## src/rtl/part1_logic_unit.sv

```systemverilog
// ============================================================================
// Module   : part1_logic_unit
// Brief    : Registered two-input logic unit (AND/OR/XOR/NAND/NOR) with
//            per-output polarity. Optional input synchronizers are enabled
//            by defining PART1_INPUT_SYNC_EN.
// Revision : 1.0 - initial release
// ============================================================================
`default_nettype none

module part1_logic_unit #(
    parameter logic [4:0] INV_MASK = 5'b00000,
    parameter logic [4:0] RST_VAL  = 5'b00000
) (
    input  logic clk,
    input  logic rst,
    input  logic Inp_1,
    input  logic Inp_2,
    output logic Out_0,
    output logic Out_1,
    output logic Out_2,
    output logic Out_3,
    output logic Out_4
);

    logic       w_a;
    logic       w_b;
    logic [4:0] w_func;
    logic [4:0] r_out;

`ifdef PART1_INPUT_SYNC_EN
    // Two-stage synchronizers; stage [1] feeds the function logic.
    logic [1:0] r_sync_a;
    logic [1:0] r_sync_b;

    always_ff @(posedge clk) begin
        if (rst) begin
            r_sync_a <= 2'b00;
            r_sync_b <= 2'b00;
        end else begin
            r_sync_a <= {r_sync_a[0], Inp_1};
            r_sync_b <= {r_sync_b[0], Inp_2};
        end
    end

    assign w_a = r_sync_a[1];
    assign w_b = r_sync_b[1];
`else
    assign w_a = Inp_1;
    assign w_b = Inp_2;
`endif

    // Bit k holds f_k; polarity mask applied after evaluation.
    assign w_func = {~(w_a | w_b),
                     ~(w_a & w_b),
                     w_a ^ w_b,
                     w_a | w_b,
                     w_a & w_b} ^ INV_MASK;

    // RST_VAL is loaded raw, bypassing INV_MASK.
    always_ff @(posedge clk) begin
        if (rst) begin
            r_out <= RST_VAL;
        end else begin
            r_out <= w_func;
        end
    end

    assign Out_0 = r_out[0];
    assign Out_1 = r_out[1];
    assign Out_2 = r_out[2];
    assign Out_3 = r_out[3];
    assign Out_4 = r_out[4];

endmodule

`default_nettype wire

```

## config.mk

```make
export PLATFORM = sky130hd
export DESIGN_NAME = part1_logic_unit
export DESIGN_NICKNAME = d
export VERILOG_FILES = /design/src/rtl/part1_logic_unit.sv
export SDC_FILE = /design/constraint.sdc
export NUM_CORES = 1
export LEC_CHECK = 0
export BUFFER_PORTS_ARGS = -buffer_cell sky130_fd_sc_hd__clkbuf_2
export CORE_AREA = 5 5 42 44
export CTS_BUF_LIST = sky130_fd_sc_hd__clkbuf_4
export CTS_CLUSTER_SIZE = 16
export DETAILED_ROUTE_END_ITERATION = 16
export DIE_AREA = 0 0 47 49
export SETUP_SLACK_MARGIN = 0.3
export SLEW_MARGIN = 20
export SYNTH_ARGS = -nofsm -noshare
export SYNTH_HDL_FRONTEND = slang
export SYNTH_SLANG_ARGS = --single-unit
```

## constraint.sdc

```tcl
create_clock -name clk -period 1.72 [get_ports clk]
set_input_delay 0.344 -clock clk [delete_from_list [all_inputs] [get_ports clk]]
set_output_delay 0.344 -clock clk [all_outputs]
set_load 0.01 [all_outputs]
```

==> impl_metrics.yaml, run 1 <==
placed_design:
  place_area_um2: 244
  numPortBuffers: 8
  dp_slack_ps: 683
  gp_congestion: 0.609
die:
  die_h_um: 49
  die_w_um: 47
  initial_core_util_pct: 13.1
  fp-row-count: 14
  core_um2: 1400
  dieArea_um2: 2300
  ioPinCount: 9
power_and_ir_drop:
  power_uw: 297
  power_density_nw_per_um2: 1080
  p_leak_uw: 0.000147
  vdd_drop_max_v: 0.000102
clocking:
  clk_path_buf_depth: 2
  numCtsBuffers: 3
  hold_buffers: 0
  cts_setup_buffers: 0
  h-tree-depth: 1
  clock_sink_count: 5
  root_buffer: "clkbuf_4"
  clkSlewWorstSetupHoldPaths_ps: 40
  cts_tree: "yes"
  ctsResizeCount: 0
drt:
  drc_errors: 0
  vias: 136
  via_per_inst: 3.09
  first_pass_iters: 1
  ant_nets: 0
  routed_wl_um: 289
  drtIter0Drc: 0
  wl_per_cell_um: 6.57
logic_synthesis:
  syn-instance-count: 16
  ys_ff_latch: 5
  yosysUniqueCellTypes: 5
  ys_warn_count: 0
  synth.area.mux_share_pct: 0
  synthAdderAreaFrac_pct: 27.2
  synth_xor_xnor_area_share_pct: 0
  syn_area_um2: 184
  synth_fp_nets: 24
  seq_area_frac_synth_pct: 54.4
  synth_top_family_by_area: "adder cells"
  syn_avg_cell_area_um2: 11.5
  synth_simple_gate_area_share_pct: 14.3
  synth_compound_area_share_pct: 0
critical_path:
  cp_max_fo: 1
  crit_chain: "clkbuf_2"
  cp_data_required_time_ps: 1380
  critPathMaxStageDelay_ps: 310
  crit_type: "flop to output port"
  critPathCaptureType: "output port"
  cpLargestDelayFamily: "flip-flops"
  critical_path_arrival_ps: 670
  path_buf_inv: 1
  cp_slowest_cell: "dfxtp_1"
  startpoint_type: "flop"
sta:
  min_period_ps: 1010
  hold_viol_final: 0
  fin_crit_sh_pct: 58.7
  worst_slack_ps: 710
  fin_setup_tns_ps: 0
  clock.fmax_mhz: 990
  maxSlewViolCount: 0
  rsz0062_at_grt: "no"
  max_slew.worst_pin.slew_ps: 90.6
  setup_viol: 0
  relSlewSlack_pct: 94.0
cells_and_area:
  area_delta_synth_final_pct: 49.0
  n_fill_cell: 166
  nNetsFinal: 37
  seqCellArea_um2: 100
  largest_register: "r_out"
  drive_gt1_share_pct: 42.9
  final_area_um2: 274
  largestRegisters: "r_out (5)"
  final_cell_mix: "clkbuf_2 (8), dfxtp_1 (5), ha_1 (4), clkbuf_4 (4), nor2b_1 (3)"
  mostFrequentLayoutCell: "clkbuf_2"
  multiInputGateArea_um2: 76.3
  diodes: 0
  largest_register_ffs: 5
grt:
  grt_max_degree: 6
  grt_overflow: 0
  grt_pass1_vias: 129
  grt_pass1_wl_um: 496
  antenna_found_initial: 0
  grt_usage_pct: 3.80
outcome:
  outcome: "completed"
job:
  maxCapViolCount: 0
worst_hold_path:
  hold_class: "input port to flop"
[metrics by stage]
stage	utilization (%)	std cells	hold slack, ps
2_1_floorplan	-	16	411
5_1_grt	19.6	44	315
4_1_cts	19.6	44	316
6_report	19.6	44	321
3_5_place_dp	17.4	40	572
3_3_place_gp	17.4	40	566
[final cells by class]
type	instances	area share, %
clock buffers	4	11.0
inverters	2	2.74
multi-input cells	9	27.9
flip-flops and latches	5	36.5
well taps	16	7.31
repair buffers	8	14.6
[routing by layer]
metal,up-vias,routed length [um],GRT usage (%)
met5,-,0,0
met4,0,13,8.29
met3,2,48,2.21
met2,9,126,3.39
met1,55,100,3.29
li1,70,-,-
[worst paths after layout]
path,slack (ps),startpoint,cells past startpoint,endpoint
worst max-delay path,710,r_out[2]$_SDFF_PP0_,1,Out_2
worst min-delay path,320,rst,2,r_out[3]$_SDFF_PP0_
[cells by family (layout without fill, tap and decap cells)]
| group | after synthesis | count (layout) |
|---|---|---|
| flops | 5 | 5 |
| simple gates | 5 | 5 |
| fa+ha+maj | 4 | 4 |
| buf+inv | 2 | 14 |
[Yosys cell counts]
| cell | count | area [um2] |
|---|---|---|
| dfxtp_1 | 5 | 100 |
| ha_1 | 4 | 50.1 |
| inv_1 | 2 | 7.51 |
| nor2_1 | 2 | 7.51 |
| nor2b_1 | 3 | 18.8 |
[power by group]
group	switching, uW	total, uW	internal [uW]
clock network	44.4	148	103
logic	12.9	24.1	11.2
registers	1.58	125	123
Note: power is estimated with default switching activity, not from simulation.
==> inputs of run 2 (changes only) <==
==> constraint.sdc (replaced) <==
create_clock -name clk -period 0.83 [get_ports clk]
set_input_delay 0.166 -clock clk [delete_from_list [all_inputs] [get_ports clk]]
set_output_delay 0.166 -clock clk [all_outputs]
set_load 0.01 [all_outputs]
==> run 2 against run 1 <==
  * Non-clock buffer count is the same
  * Sequential share of layout area decreased by 6.5 points
  * Design area increased by 25%
  * Cell count stayed put
  * Clock power up 110%
  * Critical endpoint is now Out_1
==> impl_metrics.yaml, run 2 (synthesized netlist as in run 1, its figures left out) <==
critical_path:
  critical_path_arrival_ps: 660
  critPathMaxStageDelay_ps: 310
  crit_chain: "buf_6"
  cp_slowest_cell: "dfxtp_2"
  path_buf_inv: 1
  crit_type: "flop to output port"
  critPathCaptureType: "output port"
  cpLargestDelayFamily: "flip-flops"
  cp_max_fo: 1
  cp_data_required_time_ps: 660
  startpoint_type: "flop"
sta:
  relSlewSlack_pct: 93.3
  min_period_ps: 824
  hold_viol_final: 0
  fin_crit_sh_pct: 99.3
  fin_setup_tns_ps: 0
  setup_viol: 0
  maxSlewViolCount: 0
  clock.fmax_mhz: 1210
  max_slew.worst_pin.slew_ps: 101
  rsz0062_at_grt: "yes"
  worst_slack_ps: 5.70
placed_design:
  numPortBuffers: 8
  gp_congestion: 0.666
  dp_slack_ps: -40.8
  dp_hpwl_um: 279
  place_inst: 40
cells_and_area:
  multiInputGateArea_um2: 101
  n_fill_cell: 159
  area_delta_synth_final_pct: 85.7
  diodes: 0
  largest_register: "r_out"
  finalNonFillerCells: 44
  nNetsFinal: 37
  final_cell_mix: "clkbuf_4 (4), nor2b_1 (3), buf_2 (3), dfxtp_1 (3)"
  mostFrequentLayoutCell: "clkbuf_4"
  drive_gt1_share_pct: 64.3
  seqCellArea_um2: 103
  largest_register_ffs: 5
  largestRegisters: "r_out (5)"
drt:
  dr_wl_met2_um: 88
  routed_wl_um: 326
  wl_per_cell_um: 7.41
  top_layer_used: "met4"
  via_per_inst: 3.05
  drc_errors: 0
  drtIter0Drc: 0
  vias: 134
  wirelength_met1_um: 155
  ant_nets: 0
  first_pass_iters: 1
  dr_wl_met3_um: 67
die:
  die_h_um: 49
  initial_core_util_pct: 13.1
  core_um2: 1400
  fp-row-count: 14
  dieArea_um2: 2300
  die_w_um: 47
  ioPinCount: 9
job:
  maxCapViolCount: 0
outcome:
  outcome: "completed"
grt:
  grt_max_degree: 6
  grt_pass1_wl_um: 579
  grt_pass1_vias: 145
  grt_overflow: 0
  grt_usage_pct: 4.30
  antenna_found_initial: 0
power_and_ir_drop:
  p_leak_uw: 0.000157
  power_density_nw_per_um2: 1900
  vdd_drop_max_v: 0.000401
worst_hold_path:
  hold_class: "input port to flop"
clocking:
  numCtsBuffers: 3
  clkSlewWorstSetupHoldPaths_ps: 40
  clk_path_buf_depth: 2
  cts_tree: "yes"
  root_buffer: "clkbuf_4"
  h-tree-depth: 1
  clock_sink_count: 5
  cts_setup_buffers: 0
run 2: cell count changes in the layout (fill, tap and decap cells not counted):
cell | previous run | this run
buf_2 | 0 | 3
buf_4 | 0 | 1
buf_6 | 0 | 2
buf_8 | 0 | 1
clkbuf_2 | 8 | 1
dfxtp_1 | 5 | 3
dfxtp_2 | 0 | 2
ha_1 | 4 | 2
ha_4 | 0 | 2
inv_1 | 2 | 0
inv_12 | 0 | 1
inv_4 | 0 | 1
run 2: per-layer routing:
| metal | track usage, % | vias up |
|---|---|---|
| li1 | - | 71 |
| met1 | 4.86 | 50 |
| met2 | 3.39 | 11 |
| met3 | 4.43 | 2 |
| met4 | 5.53 | 0 |
| met5 | 0 | - |
run 2: final cells by class:
class / count / area share (%)
clock buffers: 4 / 8.79
repair buffers: 8 / 19.0
flip-flops and latches: 5 / 30.0
inverters: 2 / 6.59
multi-input cells: 9 / 29.7
well taps: 16 / 5.86
run 2: path summary, 6_finish.rpt:
path	cells past startpoint	from	slack [ps]	end
hold / removal	2	rst	140	r_out[1]$_SDFF_PP0_
setup / recovery	1	r_out[1]$_SDFF_PP0_	6	Out_1
run 2: timing repair:
item	CTS	global route
endpoints found under the setup margin	7	6
cloned	0	0
hold buffers	0	0
resized for setup	4	10
run 2: stage by stage:
step | total power (uW) | hold WS (ps) | cell area [um2] | utilization, %
after detailed placement | 332 | 396 | 284 | 20.3
final | 650 | 142 | 342 | 24.4
after global placement | 331 | 397 | 284 | 20.3
after floorplan | 294 | 233 | 224 | -
after global routing | 693 | 154 | 342 | 24.4
after CTS | 661 | 130 | 327 | 23.3
run 2: power breakdown:
part	switching [uW]	internal [uW]	total, uW
Sequential	4.05	256	260
Clock	95.8	214	310
Combinational	38.5	41.2	79.7
